## config.mk

```make
export PLATFORM = sky130hd
export DESIGN_NAME = mskaes_128bits_round_ctrl
export DESIGN_NICKNAME = d
export VERILOG_FILES = /design/src/rtl/mskaes_pkg.sv /design/src/rtl/mskaes_rcon_gen.sv /design/src/rtl/mskaes_128bits_round_ctrl.sv
export SDC_FILE = /design/constraint.sdc
export NUM_CORES = 1
export LEC_CHECK = 0
export CAP_MARGIN = 20
export CORE_UTILIZATION = 52
export CTS_BUF_LIST = sky130_fd_sc_hd__clkbuf_8
export DETAILED_ROUTE_END_ITERATION = 12
export PLACE_DENSITY = 0.83
export SETUP_SLACK_MARGIN = 0.05
export SLEW_MARGIN = 0
export SYNTH_ARGS = -nofsm -noshare
export SYNTH_HDL_FRONTEND = slang
export SYNTH_SLANG_ARGS = --single-unit
```

## constraint.sdc

```tcl
create_clock -name clk -period 2.4 [get_ports clk]
set_clock_uncertainty 0.15 [all_clocks]
set_input_delay 0.48 -clock clk [delete_from_list [all_inputs] [get_ports clk]]
set_output_delay 0.48 -clock clk [all_outputs]
set_load 0.1 [all_outputs]
```

## src/rtl/mskaes_pkg.sv

```systemverilog
// Shared definitions for the masked AES-128 control slice.
package mskaes_pkg;

   localparam int         NROUNDS   = 10;
   localparam logic [7:0] RCON_INIT = 8'h01;

   typedef enum logic [1:0] {
      IDLE  = 2'd0,
      ROUND = 2'd1,
      DONE  = 2'd2
   } rc_state_e;

   // Multiply by x in GF(2^8) modulo x^8+x^4+x^3+x+1.
   function automatic logic [7:0] xtime(input logic [7:0] b);
      return {b[6:0], 1'b0} ^ (b[7] ? 8'h1b : 8'h00);
   endfunction

endpackage

```

## src/rtl/mskaes_rcon_gen.sv

```systemverilog
// Round-constant generator: init loads 01, each step doubles in GF(2^8).
module mskaes_rcon_gen
   import mskaes_pkg::*;
(
   input  logic       clk,
   input  logic       rst,
   input  logic       init,
   input  logic       step,
   output logic [7:0] rcon
);

   logic [7:0] rcon_q;

   // Constant register; init takes priority so a new job always restarts at 01.
   always_ff @(posedge clk) begin
      if (rst)       rcon_q <= 8'h00;
      else if (init) rcon_q <= RCON_INIT;
      else if (step) rcon_q <= xtime(rcon_q);
   end

   assign rcon = rcon_q;

endmodule

```

## src/rtl/mskaes_128bits_round_ctrl.sv

```systemverilog
// Sequencer for the masked AES-128 round datapath: initial key add, 10 rounds,
// each round SBOX_LAT randomness cycles plus one capture cycle.
module mskaes_128bits_round_ctrl
   import mskaes_pkg::*;
#(
   parameter int d        = 2,
   parameter int SBOX_LAT = 4
)(
   input  logic       clk,
   input  logic       rst,
   input  logic       in_valid,
   output logic       in_ready,
   output logic       out_valid,
   input  logic       out_ready,
   output logic       state_load,
   output logic       state_en,
   output logic       last_round,
   output logic       rnd_req,
   output logic [3:0] round_idx,
   output logic [7:0] rcon,
   output logic       busy
);

   localparam int            CW       = $clog2(SBOX_LAT + 1);
   localparam logic [CW-1:0] CYC_LAST = CW'(SBOX_LAT);
   localparam logic [3:0]    RND_LAST = 4'(NROUNDS);

   if (d < 2 || SBOX_LAT < 1) begin : g_bad_param
      $error("mskaes_128bits_round_ctrl: need d >= 2 and SBOX_LAT >= 1");
   end

   rc_state_e     state_q, state_d;
   logic [3:0]    round_q, round_d;
   logic [CW-1:0] cyc_q, cyc_d;
   logic          rcon_init, rcon_step;
   logic [7:0]    rcon_q;

   mskaes_rcon_gen u_rcon (
      .clk  (clk),
      .rst  (rst),
      .init (rcon_init),
      .step (rcon_step),
      .rcon (rcon_q)
   );

   // State, round and sub-cycle registers.
   always_ff @(posedge clk) begin
      if (rst) begin
         state_q <= IDLE;
         round_q <= 4'd0;
         cyc_q   <= '0;
      end else begin
         state_q <= state_d;
         round_q <= round_d;
         cyc_q   <= cyc_d;
      end
   end

   // Next state and strobes; everything is held low while rst is high so the
   // datapath sees no strobe in the reset cycle itself.
   always_comb begin
      state_d    = state_q;
      round_d    = round_q;
      cyc_d      = cyc_q;
      in_ready   = 1'b0;
      out_valid  = 1'b0;
      state_load = 1'b0;
      state_en   = 1'b0;
      last_round = 1'b0;
      rnd_req    = 1'b0;
      busy       = 1'b0;
      rcon_init  = 1'b0;
      rcon_step  = 1'b0;
      round_idx  = 4'd0;
      rcon       = 8'h00;
      if (!rst) begin
         unique case (state_q)
            IDLE: begin
               in_ready = 1'b1;
               if (in_valid) begin
                  state_load = 1'b1;
                  rcon_init  = 1'b1;
                  state_d    = ROUND;
                  round_d    = 4'd1;
                  cyc_d      = '0;
               end
            end
            ROUND: begin
               busy       = 1'b1;
               round_idx  = round_q;
               rcon       = rcon_q;
               last_round = (round_q == RND_LAST);
               if (cyc_q == CYC_LAST) begin
                  state_en = 1'b1;
                  cyc_d    = '0;
                  if (round_q == RND_LAST) begin
                     state_d = DONE;
                     round_d = 4'd0;
                  end else begin
                     round_d   = round_q + 4'd1;
                     rcon_step = 1'b1;
                  end
               end else begin
                  rnd_req = 1'b1;
                  cyc_d   = cyc_q + 1'b1;
               end
            end
            DONE: begin
               busy      = 1'b1;
               out_valid = 1'b1;
               in_ready  = out_ready;
               if (out_ready) begin
                  if (in_valid) begin
                     // Back-to-back: the consumer's take frees the state register
                     // in the same cycle the next job is loaded.
                     state_load = 1'b1;
                     rcon_init  = 1'b1;
                     state_d    = ROUND;
                     round_d    = 4'd1;
                     cyc_d      = '0;
                  end else begin
                     state_d = IDLE;
                  end
               end
            end
            default: state_d = IDLE;
         endcase
      end
   end

endmodule

```

==> out/qor.yml, run 1 <==
setup_path:
  cp_data_arrival_time_ps: 1690
  cp_num_buf_inv: 3
  cp-end-kind: "output port"
  crit_type: "register to output port"
  cp_slowest_stage_delay_ps: 380
  cp_cell_sequence: "inv_1 -> ha_1 -> nor2b_1 -> buf_4 -> and2_2 -> buf_12"
  critPathRequiredTime_ps: 1770
  worst-path-max-fanout: 13
  cp_top_family: "buffers and inverters"
  cp_slowest_cell: "dfxtp_2"
  critical_path.startpoint_type: "register"
sta:
  setup-violations-final: 0
  fmax_ghz: 0.432
  slew_headroom_pct: 57.2
  final-hold-violation-count: 0
  slew_violations: 0
  fin_setup_tns_ps: 0
  fin_crit_sh_pct: 96.5
  whs_ps: 326
  worst_pin_slew_ps: 638
  rsz0062_at_grt: "no"
  finalCriticalPeriod_ps: 2320
yosys:
  synth_top_family_by_area: "simple AND/OR/NAND/NOR gates"
  syn_area_mm2: 0.00106
  synth_fa_ha_area_share_pct: 9.40
  netlist-cell-type-count: 35
  synthMuxAreaShare_pct: 4.70
  synthSimpleGateAreaFrac_pct: 28.9
  postSynth.asyncResetShare_pct: 0
  ys_seq_elements: 17
  avgSynthCellArea_um2: 8.38
  synth-seq-area-share_pct: 32.0
  ys_warn_count: 0
  synth_compound_area_share_pct: 16.1
  synth_xor_area_share_pct: 2.47
  netlist_instances: 127
  synth_ff_type: "dfxtp_1"
  synth_edf_count: 0
  synth_nets: 139
floorplanning:
  coreArea_mm2: 0.00194
  die_w_um: 47.3
  die_y_um: 47.3
  io_pins: 23
  dieArea_mm2: 0.00223
  core.rowCount: 16
  initial_core_util_pct: 54.8
clock_tree:
  clkTransAtPathRegs_ps: 70
  cts_made_buffers: 3
  cts_sinks: 17
  cts-hold-fix-buffers: 0
  htreeDepth: 1
  clock_latency_ps: 260
  cts_tree: "yes"
  root_buffer: "clkbuf_8"
  clockBufferDepth: 2
layout:
  fill_cells: 117
  final_cells: 179
  nets: 165
  syn_to_final_growth_pct: 50.1
  antennaDiodeCount: 0
  finalInstanceArea_mm2: 0.00160
  drive_gt1_share_pct: 33.6
  postLayoutCoreUtil_pct: 82.3
place:
  placed_area_mm2: 0.00155
  placed_cells: 175
  place_congestion: 0.845
  io_buffers: 22
  dp_hpwl_um: 1940
routing:
  wire_per_inst_um: 15.4
  postRouteAntennaNets: 0
  dr.pass1.iters: 4
  first_iter_violations: 44
  drc: 0
  finalWirelength_um: 2750
  via_per_inst: 5.81
  num_vias: 1040
grt:
  grt_pass1_vias: 954
  antenna_found_initial: 0
  overflow: 0
  grt_pass1_wl_um: 3820
  track_usage_pct: 24.9
  grt_max_degree: 14
pwr:
  p_per_area_mw_per_mm2: 783
  ir_worst_vdd_mv: 0.789
  cellLeakagePower_nw: 0.652
outcome:
  status: "finished, final reports clean"
min_path:
  hold_class: "register to register"
job:
  drv_cap: 0
final timing paths:
path | startpoint | to | slack [ps] | cells after the start
setup / recovery | state_q[1] | rcon[3] | 80 | 6
hold / removal | cyc_q[1] | cyc_q[1] | 330 | 2
setup reg to reg | state_q[1] | u_rcon.rcon[4] | 400 | 7
hold reg to reg | cyc_q[1] | cyc_q[1] | 330 | 2
stage by stage:
| step | worst slack [ps] | power, W |
|---|---|---|
| after floorplan | -276 | 0.000798 |
| after global placement | 147 | 0.000974 |
| after detailed placement | 113 | 0.00101 |
| after CTS | 63.1 | 0.00124 |
| after global routing | 42.6 | 0.00129 |
| final | 85.0 | 0.00125 |
tightest hold or removal path, delay by kind of cell (launching register included):
kind	cells	cell delay, ps
compound gates	1	50
flops	1	330
simple gates	1	60
cells by family (layout without fill, tap and decap cells):
kind of cell / Yosys count / in the layout
compound gates: 26 / 26
fa+ha+maj: 8 / 8
buf+inv: 13 / 38
mux: 5 / 5
xor+xnor: 3 / 3
simple gates: 55 / 55
flops: 17 / 17
layer usage:
layer | track usage [%] | wire length (µm) | vias to the layer above
li1 | - | - | 487
met1 | 27.0 | 1080 | 490
met2 | 45.8 | 1460 | 50
met3 | 4.62 | 122 | 13
met4 | 12.0 | 89 | 0
met5 | 0 | 0 | -
Yosys cell counts (all sizes together) (2+ instances only):
cell type | n | area [µm²]
o21ai | 6 | 30.0
buf | 3 | 21.3
a211oi | 3 | 22.5
inv | 7 | 26.3
nand2 | 8 | 30.0
nor2b | 5 | 31.3
nand2b | 5 | 31.3
nor2 | 14 | 52.6
a21oi | 6 | 30.0
mux2i | 5 | 50.1
nand3 | 3 | 15.0
xnor2 | 3 | 26.3
ha | 8 | 100
a31oi | 2 | 12.5
dfxtp | 17 | 340
or4 | 3 | 22.5
and2 | 13 | 82.6
clkbuf | 3 | 21.3
flip-flops by register name (all words and copies together), names as in the netlist:
signal / cells
cyc_q: 3
round_q: 4
state_q: 2
u_rcon.rcon: 8
area by class of cell:
type | instances | area, µm² | share of cell area (%)
clock buffer | 3 | 41.3 | 2.58
clock inverter | 1 | 5.00 | 0.313
inverter | 7 | 26.3 | 1.64
multi-input combinational | 97 | 688 | 43.1
sequential | 17 | 343 | 21.5
tap | 27 | 33.8 | 2.11
timing repair buffer | 27 | 460 | 28.8
cells in the final DEF (no fill, tap or decap), types with 2 or more instances in the layout:
cell type        Yosys  routed
a31oi_1              2       2
o21ai_0              5       5
and2_2               1      12
nand2b_1             5       5
nor2_1              14      12
xnor2_1              3       3
dfxtp_2              0       2
or4_1                3       3
nand2_1              8       8
mux2i_1              5       5
buf_4                0       4
clkdlybuf4s50_1      0       3
ha_1                 8       8
nor2b_2              0       2
a211oi_1             3       3
nor2b_1              5       3
dfxtp_1             17      15
a21oi_1              6       5
buf_12               0      20
inv_1                7       7
nand3_1              3       3
clkbuf_8             1       3
what timing repair did:
| action | in CTS | in global routing |
|---|---|---|
| buffers inserted | 0 | 0 |
| setup endpoints to repair | 1 | 12 |
| resized for setup | 1 | 2 |
power breakdown:
| part | internal [W] | switching (W) | leakage, nW |
|---|---|---|---|
| Sequential | 0.000315 | 0.0000355 | 0.139 |
| Combinational | 0.000249 | 0.000433 | 0.488 |
| Clock | 0.000115 | 0.000104 | 0.0255 |
| Total | 0.000679 | 0.000573 | 0.652 |
Note: power is estimated with default switching activity, not from simulation.
==> run 2: changes to the inputs <==
--- a/config.mk
+++ b/config.mk
@@ -6,10 +6,12 @@
 export NUM_CORES = 1
 export LEC_CHECK = 0
 export CAP_MARGIN = 20
-export CORE_UTILIZATION = 52
+export CORE_UTILIZATION = 59
 export CTS_BUF_LIST = sky130_fd_sc_hd__clkbuf_8
+export CTS_CLUSTER_DIAMETER = 120
 export DETAILED_ROUTE_END_ITERATION = 12
-export PLACE_DENSITY = 0.83
+export DONT_BUFFER_PORTS = 1
+export PLACE_DENSITY = 0.76
 export SETUP_SLACK_MARGIN = 0.05
 export SLEW_MARGIN = 0
 export SYNTH_ARGS = -nofsm -noshare
==> out/qor.yml, run 2 (same netlist as run 1, synthesis figures left out) <==
routing:
  wire_per_inst_um: 18.3  # +19%
  postRouteAntennaNets: 0  # unchanged
  num_vias: 1077  # +3.6%
  via_per_inst: 6.26  # +7.8%
  dr.pass1.iters: 4  # unchanged
  first_iter_violations: 65  # +48%
  finalWirelength_um: 3140  # +14%
  drc: 0  # unchanged
grt:
  overflow: 0  # unchanged
  antenna_found_initial: 0  # unchanged
  grt_pass1_vias: 997  # +4.5%
  grt_pass1_wl_um: 4710  # +23%
  track_usage_pct: 33.6  # +8.7 points
  grt_max_degree: 14  # unchanged
floorplanning:
  initial_core_util_pct: 66.8  # +12 points
  io_pins: 23  # unchanged
  coreArea_mm2: 0.00159  # -18%
  die_w_um: 44.5  # -5.9%
  core.rowCount: 14  # -2
  dieArea_mm2: 0.00198  # -11%
  die_y_um: 44.5  # -5.9%
layout:
  finalInstanceArea_mm2: 0.00148  # -7.4%
  final_common_cell: "dfxtp_1"
  postLayoutCoreUtil_pct: 92.9  # +11 points
  drive_gt1_share_pct: 35.8  # +2.3 points
  largest_reg_flops: 8  # unchanged
  fill_cells: 52  # -56%
  syn_to_final_growth_pct: 39.0
  multiInputGateArea_um2: 707  # +2.7%
  antennaDiodeCount: 0  # unchanged
  nets: 161  # -2.4%
  regArea_um2: 345  # +0.73%
  final_cell_mix: "15 x dfxtp_1, 12 x and2_2, 12 x buf_12, 10 x buf_4, 9 x nor2_1"
sta:
  slew_violations: 0  # unchanged
  slew_headroom_pct: 46.6  # -11 points
  setup_ws_ps: 88.5  # +3.51 ps
  setup-violations-final: 0  # unchanged
  finalCriticalPeriod_ps: 2310  # -3.51 ps
  fin_crit_sh_pct: 96.3  # -0.15 points
  worst_pin_slew_ps: 796  # +158 ps
  final-hold-violation-count: 0  # unchanged
  fmax_ghz: 0.433  # +0.15%
  rsz0062_at_grt: "no"
pwr:
  ir_worst_vdd_mv: 0.931  # +18%
  p_per_area_mw_per_mm2: 809  # +3.3%
  cellLeakagePower_nw: 0.613  # -6.0%
setup_path:
  critPathRequiredTime_ps: 1770  # about the same
  crit_type: "register to output port"
  cp_data_arrival_time_ps: 1680  # about the same
  cp-end-kind: "output port"
  critical_path.startpoint_type: "register"
  worst-path-max-fanout: 6  # -7
place:
  placed_area_mm2: 0.00140  # -9.1%
  place_congestion: 0.899  # +6.4%
  io_buffers: 0  # -100%
  pre_cts_slack_ps: 92.7  # -20.8 ps
  dp_hpwl_um: 2080  # +7.1%
clock_tree:
  cts_tree: "yes"
  clkTransAtPathRegs_ps: 70  # about the same
  root_buffer: "clkbuf_8"
  htreeDepth: 1  # unchanged
  cts_made_buffers: 3  # unchanged
  clockBufferDepth: 2  # unchanged
  clock_latency_ps: 250  # about the same
  cts_sinks: 17  # unchanged
outcome:
  status: "finished, final reports clean"
job:
  drv_cap: 0  # unchanged
min_path:
  hold_class: "input port to register"
[run 2: area by class of cell]
class	instances	area share, %
Clock buffer	3	2.79
Timing Repair Buffer	23	22.1
Tap cell	24	2.03
Sequential cell	17	23.3
Multi-Input combinational cell	97	47.8
Inverter	7	1.78
Clock inverter	1	0.254
[run 2: report_power, final]
| part | internal [W] | total, W | switching (W) |
|---|---|---|---|
| Sequential | 0.000316 | 0.000347 | 0.0000307 |
| Combinational | 0.000198 | 0.000635 | 0.000437 |
| Clock | 0.000114 | 0.000215 | 0.000102 |
| Total | 0.000628 | 0.00120 | 0.000569 |
[run 2: critical path, stage by stage, from the launching register on]
cell and delay (ps):
dfxtp_4 380, inv_1 70, ha_1 240, a21oi_1 310, nor2_4 40, and2_2 210
buf_12 160
[run 2: final timing paths]
| path | slack (ps) | to | cells past startpoint | startpoint |
|---|---|---|---|---|
| max | 90 | state_load | 6 | state_q[0] |
| min | 130 | state_q[0] | 1 | rst |
| max reg2reg | 320 | round_q[2] | 6 | state_q[0] |
| min reg2reg | 380 | cyc_q[0] | 2 | cyc_q[0] |
[run 2: stage by stage]
stage	instances	TNS [ps]	power, W	hold WS, ps
2_1_floorplan	127	-820	0.000798	297
3_3_place_gp	167	0	0.000892	306
3_5_place_dp	167	0	0.000929	359
4_1_cts	172	0	0.00116	134
5_1_grt	172	0	0.00125	135
6_report	172	0	0.00120	135
[run 2: routing by layer]
metal  wire length, µm  track usage, %  up-vias  share of wire (%)
li1                  -               -      479                  -
met2              1600            61.8       75                 51
met3               200            3.67       23                6.4
met1              1150            35.5      500                 37
met5                 0               0        -                  0
met4               191            22.4        0                6.1
[run 2: timing repair]
| action | CTS | global route |
|---|---|---|
| hold buffers | 0 | 0 |
| endpoints found under the setup margin | 13 | 12 |
| pin swaps | 0 | 0 |
| resized for setup | 4 | 4 |
| endpoints found under the hold margin | 0 | 0 |
| setup buffers | 1 | 0 |
